**src/rtl/riscv_pkg.sv**
```systemverilog
// Shared types and constants for the Primitive RISC-V core front end.
// Fetch FSM states, buffer entry layout, opcode map and PC helpers.
package riscv_pkg;

  localparam int XLEN = 32;
  localparam int ILEN = 32;

  localparam logic [XLEN-1:0] RESET_PC_DEFAULT = 32'h0000_0000;

  typedef enum logic [1:0] {
    BOOT  = 2'd0,
    RUN   = 2'd1,
    DRAIN = 2'd2
  } fetch_state_t;

  typedef struct packed {
    logic [XLEN-1:0] pc;
    logic [ILEN-1:0] instr;
  } fetch_entry_t;

  localparam logic [6:0] OP_LUI    = 7'b0110111;
  localparam logic [6:0] OP_AUIPC  = 7'b0010111;
  localparam logic [6:0] OP_JAL    = 7'b1101111;
  localparam logic [6:0] OP_JALR   = 7'b1100111;
  localparam logic [6:0] OP_BRANCH = 7'b1100011;
  localparam logic [6:0] OP_LOAD   = 7'b0000011;
  localparam logic [6:0] OP_STORE  = 7'b0100011;
  localparam logic [6:0] OP_IMM    = 7'b0010011;
  localparam logic [6:0] OP_REG    = 7'b0110011;

  function automatic logic [XLEN-1:0] pc_plus4(input logic [XLEN-1:0] pc);
    return pc + 32'd4;
  endfunction

  function automatic logic [XLEN-1:0] word_align(input logic [XLEN-1:0] addr);
    return {addr[XLEN-1:2], 2'b00};
  endfunction

endpackage

```
**src/rtl/fetch_fifo.sv**
```systemverilog
// Synchronous FIFO for fetched {pc, instr} entries; head is combinational, one-cycle write-to-read.
// Push while full is accepted only alongside a pop; flush wins over push.
module fetch_fifo #(
  parameter int DEPTH = 2,
  parameter int WIDTH = 64
) (
  input  logic                       clk,
  input  logic                       reset,
  input  logic                       push,
  input  logic                       pop,
  input  logic                       flush,
  input  logic [WIDTH-1:0]           wdata,
  output logic [WIDTH-1:0]           rdata,
  output logic                       full,
  output logic                       empty,
  output logic [$clog2(DEPTH):0]     count
);

  localparam int AW = $clog2(DEPTH);
  localparam int CW = AW + 1;

  logic [WIDTH-1:0] mem [DEPTH];
  logic [AW-1:0]    wptr;
  logic [AW-1:0]    rptr;
  logic [CW-1:0]    cnt;
  logic             do_push;
  logic             do_pop;

  assign empty   = (cnt == '0);
  assign full    = (cnt == CW'(DEPTH));
  assign count   = cnt;
  assign rdata   = mem[rptr];
  assign do_pop  = pop && !empty;
  assign do_push = push && (!full || do_pop);

  always_ff @(posedge clk or posedge reset) begin
    if (reset) begin
      wptr <= '0;
      rptr <= '0;
      cnt  <= '0;
    end else if (flush) begin
      wptr <= '0;
      rptr <= '0;
      cnt  <= '0;
    end else begin
      if (do_push) wptr <= wptr + 1'b1;
      if (do_pop)  rptr <= rptr + 1'b1;
      cnt <= cnt + CW'(do_push) - CW'(do_pop);
    end
  end

  // Storage needs no reset: entries are only observed once counted in.
  always_ff @(posedge clk) begin
    if (do_push && !flush) mem[wptr] <= wdata;
  end

endmodule

```
**src/rtl/fetch_unit.sv**
```systemverilog
// Instruction fetch: owns the PC, issues word reads, buffers responses for decode (first instr 3 cycles after reset).
// Requests stall once outstanding + buffered reach FIFO_DEPTH, so a stalled decode never overflows the buffer.
module fetch_unit
  import riscv_pkg::*;
#(
  parameter logic [XLEN-1:0] RESET_PC   = RESET_PC_DEFAULT,
  parameter int              FIFO_DEPTH = 2
) (
  input  logic            clk,
  input  logic            reset,
  output logic            imem_req,
  output logic [XLEN-1:0] imem_addr,
  input  logic            imem_gnt,
  input  logic            imem_rvalid,
  input  logic [ILEN-1:0] imem_rdata,
  input  logic            redirect,
  input  logic [XLEN-1:0] redirect_pc,
  output logic            instr_valid,
  input  logic            instr_ready,
  output logic [ILEN-1:0] instr,
  output logic [XLEN-1:0] instr_pc,
  output logic [XLEN-1:0] instr_pc_plus4
);

  localparam int CW = $clog2(FIFO_DEPTH) + 1;
  localparam logic [CW:0] DEPTH_W = (CW+1)'(FIFO_DEPTH);

  fetch_state_t    state;
  fetch_state_t    state_nxt;
  logic [XLEN-1:0] fetch_pc;
  logic [XLEN-1:0] resp_pc;
  logic [XLEN-1:0] redirect_tgt;
  logic [CW-1:0]   outstanding;
  logic [CW-1:0]   out_after_rsp;
  logic [CW-1:0]   fifo_count;
  logic [CW:0]     inflight;
  logic            rsp_ok;
  logic            redir_take;
  logic            issue;
  logic            fifo_push;
  logic            fifo_pop;
  logic            fifo_flush;
  logic            fifo_full;
  logic            fifo_empty;
  fetch_entry_t    push_ent;
  fetch_entry_t    head;
  logic            unused_lsb;

  assign unused_lsb    = ^redirect_pc[1:0];
  assign redirect_tgt  = word_align(redirect_pc);
  // Responses with nothing outstanding are orphans and must not disturb state.
  assign rsp_ok        = imem_rvalid && (outstanding != '0);
  assign out_after_rsp = outstanding - CW'(rsp_ok);
  assign redir_take    = redirect && (state != BOOT);
  assign inflight      = {1'b0, outstanding} + {1'b0, fifo_count};
  assign issue         = imem_req && imem_gnt;

  always_ff @(posedge clk or posedge reset) begin
    if (reset) state <= BOOT;
    else       state <= state_nxt;
  end

  always_comb begin
    state_nxt = state;
    unique case (state)
      BOOT:       state_nxt = RUN;
      RUN, DRAIN: begin
        if (redir_take)               state_nxt = (out_after_rsp != '0) ? DRAIN : RUN;
        else if (state == DRAIN && out_after_rsp == '0) state_nxt = RUN;
      end
      default:    state_nxt = BOOT;
    endcase
  end

  always_comb begin
    imem_req   = 1'b0;
    fifo_push  = 1'b0;
    fifo_flush = 1'b0;
    unique case (state)
      RUN: begin
        imem_req   = !redirect && (inflight < DEPTH_W);
        fifo_push  = rsp_ok && !redirect;
        fifo_flush = redirect;
      end
      DRAIN:   fifo_flush = redirect;
      default: ;
    endcase
  end

  always_ff @(posedge clk or posedge reset) begin
    if (reset) begin
      fetch_pc    <= RESET_PC;
      resp_pc     <= RESET_PC;
      outstanding <= '0;
    end else begin
      outstanding <= outstanding + CW'(issue) - CW'(rsp_ok);
      if (redir_take) begin
        fetch_pc <= redirect_tgt;
        resp_pc  <= redirect_tgt;
      end else begin
        if (issue)     fetch_pc <= pc_plus4(fetch_pc);
        if (fifo_push) resp_pc  <= pc_plus4(resp_pc);
      end
    end
  end

  assign push_ent = '{pc: resp_pc, instr: imem_rdata};
  assign fifo_pop = instr_valid && instr_ready;

  fetch_fifo #(
    .DEPTH (FIFO_DEPTH),
    .WIDTH ($bits(fetch_entry_t))
  ) u_fifo (
    .clk   (clk),
    .reset (reset),
    .push  (fifo_push),
    .pop   (fifo_pop),
    .flush (fifo_flush),
    .wdata (push_ent),
    .rdata (head),
    .full  (fifo_full),
    .empty (fifo_empty),
    .count (fifo_count)
  );

  assign imem_addr      = fetch_pc;
  assign instr_valid    = !fifo_empty;
  assign instr          = instr_valid ? head.instr : '0;
  assign instr_pc       = instr_valid ? head.pc : '0;
  assign instr_pc_plus4 = instr_valid ? pc_plus4(head.pc) : '0;

  a_no_orphan_rsp: assert property (@(posedge clk) disable iff (reset)
    !(imem_rvalid && outstanding == '0));
  a_no_overflow: assert property (@(posedge clk) disable iff (reset)
    !(fifo_push && fifo_full && !fifo_pop));

endmodule
```
**config.mk**
```make
export PLATFORM = sky130hd
export DESIGN_NAME = fetch_unit
export DESIGN_NICKNAME = d
export VERILOG_FILES = /design/src/rtl/riscv_pkg.sv /design/src/rtl/fetch_fifo.sv /design/src/rtl/fetch_unit.sv
export SDC_FILE = /design/constraint.sdc
export NUM_CORES = 1
export LEC_CHECK = 0
export ABC_AREA = 0
export BUFFER_PORTS_ARGS = -buffer_cell sky130_fd_sc_hd__buf_2
export CAP_MARGIN = 20
export CORE_MARGIN = 5
export CORE_UTILIZATION = 50
export CTS_CLUSTER_SIZE = 28
export DETAILED_ROUTE_END_ITERATION = 8
export HOLD_SLACK_MARGIN = 0.15
export PLACE_DENSITY = 0.74
export SLEW_MARGIN = 20
export SYNTH_ARGS = -nofsm -noshare
export SYNTH_HDL_FRONTEND = slang
export SYNTH_SLANG_ARGS = --single-unit
```
**constraint.sdc**
```tcl
create_clock -name clk -period 7.25 [get_ports clk]
set_clock_uncertainty 0.05 [all_clocks]
set_input_delay 0.725 -clock clk [delete_from_list [all_inputs] [get_ports clk]]
set_output_delay 0.725 -clock clk [all_outputs]
set_load 0.02 [all_outputs]
```
==> results.txt, run 1 <==
num ports: 200
Post-Route WL: 21470 um
VDD IR max: 191.9 uV
Max transition margin: 39.70%
n_diodes: 0
hold crit path type: input pin to register
critical setup path kind: register to output port
CTS Buffer Depth: 2
Synth Register Bits: 192
Syn Std Cell Area: 0.009492 sq mm
Detailed Place HPWL: 15230 um
top cell type's share of synthesized area: 39.23%
CTS tree: built
Final Net Count: 1096
crit path DAT: 3990 ps
CP required: 6470 ps
Synth area leaders: edfxtp_1 39%, dfrtp_1 18%, mux2i_1 6.0%
CP Launch Point: u_fifo.rptr
worst flop-to-flop path startpoint: outstanding[0]
CTS Root Cell: clkbuf_16
register area share after synthesis: 57.16%
CP Max Fanout: 76
status: completed
Achievable Freq: 210.0 MHz
final hold violations: 0
cell taking the most area after synthesis: edfxtp_1
Num CTS Buffers: 17
overall via count from detail_route: 7014
final antenna-violating net count: 0
Async S/R FF share, synth: 35.42%
clock-pin slew on the worst setup and hold paths: 70 ps
max cap viols: 0
max-slew violation count: 0
ys flop type: edfxtp_1
grt ovf: 0
Die Wd: 147.8 um
Leakage: 4.343 nW
setup tns final: 0 ps
Tightest Pin Transition: 897.1 ps
DIE AREA: 0.02184 sq mm
pin count of the biggest net entering global routing: 90
R2R setup slack: 4250 ps
Post-CTS Setup Bufs: 0
vias per cell: 5.562
Startpoint Class: register
core area: 0.01871 sq mm
wire per inst: 17.02 um
layout cells sized above 1: 24.54%
final setup fails: 0
Syn Inst Count: 834
Iteration-0 DRC Markers: 463
Port Buf Inserts: 191
RSZ-0062 raised after global routing: no
critical path depth in cells: 7
CP Buf/Inv Count: 2
Initial Utilization: 50.74%
EDFF count, synth: 124
vias in the first global route: 6649
Synth Warn #: 0
critical path's top delay family: simple AND/OR/NAND/NOR gates
Worst-Skew Late Latency: 430 ps
P&R area growth vs syn: 17.81%
hold buffer count at cts: 0
first-pass GRT wire length: 33990 um
DRC: 0
Global Route Usage Sum: 19.35%
slowest stage delay, CP: 750 ps
drt first pass iters: 4
end point of the critical path: instr_pc_plus4[27]
R2R cell count: 7
R2R Path End: imem_addr[19]
GPL Wtd Cong: 0.8412
Synth cell types: 60
post-cts sizing count: 0
Tcrit/Tclk final: 65.67%
initial antenna violation count: 0
PwrDens: 417.0 mW/mm^2
Crit. End Element: output port
Min Hold Slack: 435.9 ps
clock sinks: 192
Cell Chain, Critical Path: buf_4 > nand4_1 > a21oi_2 > nand4_2 > nor4_1 > mux2_1 > buf_2
Period minus WS final: 4761 ps
Slowest-stage cell, CP: dfrtp_4
H-tree lvl count: 4
hold path start: imem_rdata[16]
Synth Area per Inst: 11.38 sq um
Die Span Y: 147.8 um
# rows: 50
-- layer usage --
layer | vias to the layer above | track usage (%) | part of all wire (%)
li1 | 3409 | - | -
met1 | 3332 | 28.87 | 49
met2 | 251 | 29.16 | 43
met3 | 22 | 3.771 | 6.5
met4 | 0 | 5.172 | 1.3
met5 | - | 0 | 0
-- through the flow --
stage                     setup slack [ps]  cells  instance area (sq um)  total power [mW]  util [%]
after CTS                             2473   1261                  11180             4.694     59.78
after global placement                2971   1229                  10630             3.765     56.81
final                                 2489   1261                  11180             4.663     59.78
after floorplan                       2403    839                   9510             3.171         -
after detailed placement              2943   1229                  10630             3.801     56.81
after global routing                  2119   1261                  11180             4.948     59.78
-- cell families (layout without fill, tap and decap cells) --
family	count (synthesis)	count (layout)	share of synthesized area, %
and+or+nand+nor	321	321	17.80
other	1	6	0.03951
xor gates and xnor gates	70	70	6.459
AOI/OAI and AO/OA	117	117	7.237
buffers and inverters	56	244	2.689
adders and majority gates	12	12	1.661
muxes	65	65	6.960
DFF	192	192	57.16
-- cell usage after synthesis, drive strengths merged (3+ instances only) --
master and number:
nand4 32, nand3 29, nor3 18, ha 11
nor2 121, xor2 32, and2 5, mux2i 57
o21ai 13, buf 24, nand4b 4, nor4 13
a22oi 6, nand3b 8, and3 10, a31oi 13
and4 8, dfrtp 68, or3 7, inv 15
o21a 3, nand2 37, nor2b 17, mux2 8
xnor2 38, edfxtp 124, a21oi 66, clkbuf 17
nor3b 4
-- final cells by class --
| cell class | count | area (sq um) |
|---|---|---|
| clock buffer | 20 | 446.7 |
| inverter | 15 | 56.30 |
| timing repair buffer | 197 | 1001 |
| multi-input combinational | 591 | 3847 |
| fill | 1543 | 7523 |
| tap | 234 | 292.8 |
| sequential | 192 | 5429 |
| clock inverter | 12 | 108.9 |
-- cell usage in the layout (no fill, tap or decap), drive strengths merged, types with 10 or more instances in the layout --
master and instances:
buf 197, edfxtp 124, nor2 121, dfrtp 68
a21oi 66, mux2i 57, xnor2 38, nand2 37
xor2 32, nand4 32, nand3 29, clkbuf 20
nor3 18, inv 18, nor2b 17, a31oi 13
o21ai 13, nor4 13, ha 11, and3 10
-- worst min-delay path by stage --
stage / end / slack [ps] / cells past startpoint
floorplan: u_fifo.mem[0][63] / 410 / 0
global placement: u_fifo.mem[0][63] / 430 / 0
detailed placement: u_fifo.mem[0][63] / 430 / 0
CTS: u_fifo.mem[1][16] / 420 / 1
global route: u_fifo.mem[0][17] / 430 / 1
finish: u_fifo.mem[0][16] / 440 / 1
-- report_power, final --
part | switching [mW] | total (mW) | internal [mW]
clock | 0.399 | 0.883 | 0.484
sequential | 0.322 | 1.79 | 1.47
combinational | 1.27 | 1.99 | 0.718
total | 1.99 | 4.66 | 2.67
-- flip-flops by register name, summed over array words and instances, names as in the netlist --
register / flops
u_fifo.mem: 124
imem_addr: 30
resp_pc: 30
outstanding: 2
state: 2
u_fifo.count: 2
u_fifo.rptr: 1
u_fifo.wptr: 1
Power figures use the tool's default switching activity.
==> run 2: changes to the inputs <==
--- a/config.mk
+++ b/config.mk
@@ -13,7 +13,7 @@
 export CTS_CLUSTER_SIZE = 28
 export DETAILED_ROUTE_END_ITERATION = 8
 export HOLD_SLACK_MARGIN = 0.15
-export PLACE_DENSITY = 0.74
+export PLACE_DENSITY = 0.77
 export SLEW_MARGIN = 20
 export SYNTH_ARGS = -nofsm -noshare
 export SYNTH_HDL_FRONTEND = slang
==> constraint.sdc (replaced) <==
create_clock -name clk -period 4.2 [get_ports clk]
set_clock_uncertainty 0.05 [all_clocks]
set_input_delay 0.42 -clock clk [delete_from_list [all_inputs] [get_ports clk]]
set_output_delay 0.42 -clock clk [all_outputs]
set_load 0.02 [all_outputs]
==> run 2 against run 1 <==
Effect of this change:
- first-iteration DRC count grew 0.86%
- die area is the same
- register-to-register slack lost 3100 ps
- critical path depth grew 1
- total power grew 75%
- combinational power grew 79%
- global-route usage grew 1.1 points
- critical path type unchanged
- largest power group unchanged
- sequential power grew 70%
==> results.txt, run 2 (synthesis results as in run 1) <==
status: completed
Num CTS Buffers: 17
max FFs per register: 124
Crit. End Element: output port
Achievable Freq: 266.9 MHz
Final Net Count: 1135
final antenna-violating net count: 0
DRC: 0
CP required: 3730 ps
first-pass GRT wire length: 36160 um
clock sinks: 192
setup tns final: 0 ps
Fillers: 1453
CTS Root Cell: clkbuf_16
CTS Buffer Depth: 2
max cap viols: 0
pin count of the biggest net entering global routing: 103
Tightest Pin Transition: 900.3 ps
Placed Area: 0.01068 sq mm
Die Wd: 147.8 um
Die Span Y: 147.8 um
vias in the first global route: 7049
Initial Utilization: 50.74%
Leakage: 4.546 nW
layout cells sized above 1: 24.30%
Largest Register: u_fifo.mem
most frequent cells in the layout: 191 x buf_2, 124 x edfxtp_1, 118 x nor2_1
crit path DAT: 3280 ps
Final Cell Area: 0.01160 sq mm
wire per inst: 17.25 um
P&R area growth vs syn: 22.17%
CP Max Fanout: 7
PwrDens: 704.4 mW/mm^2
Detailed Place HPWL: 15970 um
overall via count from detail_route: 7183
DIE AREA: 0.02184 sq mm
final hold violations: 0
max-slew violation count: 0
Worst-Skew Late Latency: 430 ps
Post-Route WL: 22420 um
# rows: 50
R2R cell count: 7
CTS tree: built
VDD IR max: 350.4 uV
RSZ-0062 raised after global routing: no
vias per cell: 5.525
Period minus WS final: 3747 ps
Register Area: 0.005429 sq mm
critical setup path kind: register to output port
GPL Wtd Cong: 0.8523
initial antenna violation count: 0
n_diodes: 0
Port Buf Inserts: 191
Max transition margin: 39.98%
multi-input logic area: 0.003847 sq mm
grt ovf: 0
Hold Path Depth: 3
drt first pass iters: 5
hold crit path type: input pin to register
core area: 0.01871 sq mm
commonest non-fill, non-tap cell in the layout: buf_2
Global Route Usage Sum: 20.49%
Iteration-0 DRC Markers: 467
H-tree lvl count: 4
final setup fails: 0
clock-pin slew on the worst setup and hold paths: 70 ps
Tcrit/Tclk final: 89.22%
num ports: 200
Startpoint Class: register
Power, Total: 8.168 mW
## run 2: cell count changes in the layout (fill, tap and decap cells not counted), sizes merged
cell / change
bufinv: -1
clkinvlp: -4
dlygate4sd3: +33
inv: +1
clkinv: +1
buf: +6
clkbuf: +3
## run 2: timing repair
| action | 4_1_cts | 5_1_grt |
|---|---|---|
| setup endpoints to repair | 0 | 0 |
| endpoints found under the hold margin | 103 | 0 |
| gates resized for setup | 0 | 0 |
| buffers inserted | 0 | 0 |
| hold buffers | 33 | 0 |
## run 2: layout make-up
| cell class | instances | share of cell area, % |
|---|---|---|
| clock inverter | 9 | 0.5827 |
| clock buffer | 23 | 4.435 |
| timing repair buffer | 236 | 11.98 |
| inverter | 15 | 0.4855 |
| sequential | 192 | 46.82 |
| multi-input combinational | 591 | 33.18 |
| tap | 234 | 2.525 |
## run 2: layer usage
layer  track usage, %  wire length, um  up-vias  share of wire [%]
met2            32.42             9980      289                 45
met5                0                0        -                  0
met1            29.03            10450     3387                 47
met4            5.172              371        0                1.7
li1                 -                -     3477                  -
met3            4.445             1621       30                7.2
## run 2: power breakdown
group	total, mW	switching [mW]	leakage [nW]	internal (mW)
sequential	3.04	0.505	1.87	2.54
combinational	3.56	2.28	2.38	1.29
clock	1.57	0.692	0.289	0.874
total	8.17	3.47	4.55	4.70
## run 2: path summary, 6_finish.rpt
path | slack, ps | end | start
min in group asynchronous | 680 | imem_addr[14] | reset
hold / removal | 210 | imem_addr[21] | redirect_pc[21]
setup / recovery | 450 | instr_pc_plus4[30] | u_fifo.rptr
setup reg to reg | 1190 | imem_addr[19] | u_fifo.count[0]
hold reg to reg | 440 | u_fifo.mem[1][63] | resp_pc[31]
max in group asynchronous | 2490 | u_fifo.rptr | reset
## run 2: per-stage QoR
| step | util (%) | hold slack [ps] | worst slack, ps | cells |
|---|---|---|---|---|
| finish | 61.99 | 208.0 | 452.6 | 1300 |
| CTS | 61.99 | 188.0 | 421.4 | 1300 |
| detailed placement | 57.12 | 429.4 | 900.2 | 1235 |
| global route | 61.99 | 207.5 | 213.5 | 1300 |
| floorplan | - | 411.6 | 548.5 | 839 |
| global placement | 57.12 | 424.3 | 998.8 | 1235 |
## run 2: critical path, cell delays in order, from the launching register on
cell and delay (ps):
dfrtp_4 510, mux2_2 270, ha_1 310, nand4_1 110
nor4_1 550, o2111ai_1 440, o21ai_0 260, nor3b_1 200
buf_2 190
==> run 3: changes to the inputs <==
--- a/config.mk
+++ b/config.mk
@@ -10,6 +10,7 @@
 export CAP_MARGIN = 20
 export CORE_MARGIN = 5
 export CORE_UTILIZATION = 50
+export CTS_BUF_LIST = sky130_fd_sc_hd__clkbuf_8
 export CTS_CLUSTER_SIZE = 28
 export DETAILED_ROUTE_END_ITERATION = 8
 export HOLD_SLACK_MARGIN = 0.15
==> run 3 against run 2 <==
Effect of this change:
- utilization down 0.94 points
- critical endpoint unchanged
- sequential power about the same
- cell count is essentially flat
- clock power down 24%
- design area is 1.5% lower
- critical path type unchanged
- register-to-register slack worse by 20 ps
- global-route usage down 0.18 points
- via count is 0.47% lower
- sequential share of layout area increased by 0.72 points
- largest cell class unchanged
- worst hold slack worse by 31 ps
- first-iteration DRC count rose by 14%
==> results.txt, run 3 (synthesis results as in run 1) <==
crit path DAT: 3320 ps
post-cts sizing count: 0
drt first pass iters: 5
Worst-Skew Late Latency: 460 ps
max-slew violation count: 0
Die Wd: 147.8 um
DRC: 0
final setup fails: 0
Global Route Usage Sum: 20.31%
overall via count from detail_route: 7149
GPL Wtd Cong: 0.8523
Iteration-0 DRC Markers: 533
wire per inst: 17.21 um
pin count of the biggest net entering global routing: 103
Port Buf Inserts: 191
Num CTS Buffers: 17
clock sinks: 192
most frequent cells in the layout: 191 x buf_2, 124 x edfxtp_1, 118 x nor2_1
Leakage: 4.471 nW
vias per cell: 5.495
Initial Utilization: 50.74%
initial antenna violation count: 0
Placed Cells: 1235
Core Util, Final: 61.06%
H-tree lvl count: 4
Die Span Y: 147.8 um
Startpoint Class: register
sw power: 3.421 mW
Tightest Pin Transition: 920.4 ps
vias in the first global route: 6942
GR Util met1: 29.00%
P&R area growth vs syn: 20.33%
Largest Register: u_fifo.mem
max cap viols: 0
num ports: 200
hold crit path type: input pin to register
GRT busiest layer: met2
met2 usage in global routing: 31.52%
final hold violations: 0
Achievable Freq: 263.9 MHz
Cell Count, Final, Fillers Out: 1301
Final Net Count: 1136
Detailed Place HPWL: 15970 um
met3 usage: 4.660%
Tcrit/Tclk final: 90.24%
commonest non-fill, non-tap cell in the layout: buf_2
layout cells sized above 1: 24.18%
max FFs per register: 124
n_diodes: 0
VDD IR max: 326.5 uV
# rows: 50
clock-pin slew on the worst setup and hold paths: 100 ps
CP Max Fanout: 7
Max transition margin: 38.13%
CTS Root Cell: clkbuf_8
grt ovf: 0
RSZ-0062 raised after global routing: no
Crit. End Element: output port
first-pass GRT wire length: 35710 um
Fillers: 1478
sw frac: 43.84%
Post-Route WL: 22390 um
DIE AREA: 0.02184 sq mm
final antenna-violating net count: 0
register share of total power: 38.9%
Period minus WS final: 3790 ps
hold buffer count at cts: 34
power share of the clock group: 15.4%
logic gate share of total power: 45.7%
core area: 0.01871 sq mm
PwrDens: 683.2 mW/mm^2
CTS tree: built
setup tns final: 0 ps
Internal Power: 4.382 mW
CP required: 3730 ps
CTS Buffer Depth: 2
Post-CTS Setup Bufs: 0
status: completed
critical setup path kind: register to output port
-- run 3: cell count changes in the layout (fill, tap and decap cells not counted), sizes merged --
cell | previous run | this run
bufinv | 0 | 2
clkbuf | 23 | 19
dlygate4sd3 | 33 | 34
inv | 19 | 21
-- run 3: layout make-up --
type	instances	area, sq um	share of cell area (%)
Sequential cell	192	5429	47.53
Timing Repair Buffer	237	1399	12.25
Inverter	15	56.30	0.4930
Clock inverter	13	135.1	1.183
Multi-Input combinational cell	591	3847	33.69
Tap cell	234	292.8	2.564
Clock buffer	19	261.5	2.290
-- run 3: critical path: stages, from the launching register on --
cell and delay (ps):
dfrtp_4 510, mux2_2 270, ha_1 320, nand4_1 110, nor4_1 550, o2111ai_1 440, o21ai_0 270, nor3b_1 200
buf_2 190
-- run 3: through the flow --
stage          setup WS, ps  area, sq um  hold WS, ps  power, mW
6_report              410.1        11420        176.7      7.803
5_1_grt               163.0        11420        154.5      8.301
4_1_cts               367.8        11420        150.1      7.845
3_5_place_dp          900.2        10680        429.4      6.600
3_3_place_gp          998.8        10680        424.3      6.514
2_1_floorplan         548.5         9513        411.6      5.471
-- run 3: path summary, 6_finish.rpt --
kind | slack, ps | start | to | depth (start not counted)
min | 180 | redirect_pc[28] | resp_pc[28] | 3
max in group asynchronous | 2540 | reset | u_fifo.rptr | 4
min reg2reg | 450 | resp_pc[31] | u_fifo.mem[1][63] | 0
max | 410 | u_fifo.rptr | instr_pc_plus4[30] | 8
min in group asynchronous | 630 | reset | imem_addr[14] | 3
max reg2reg | 1170 | u_fifo.count[0] | imem_addr[19] | 7
-- run 3: power groups by stage --
stage               registers [mW]  clock network, mW  logic [mW]
floorplan                     3.09                  0        2.38
global placement              3.03                  0        3.48
detailed placement            3.06                  0        3.54
CTS                           3.02               1.24        3.58
global route                  3.10               1.30        3.90
finish                        3.04               1.20        3.56
-- run 3: per-layer routing --
layer  up-vias  share of wire, %
met4         0               1.6
met5         -                 0
li1       3470                 -
met2       252                44
met1      3405                48
met3        22               6.5
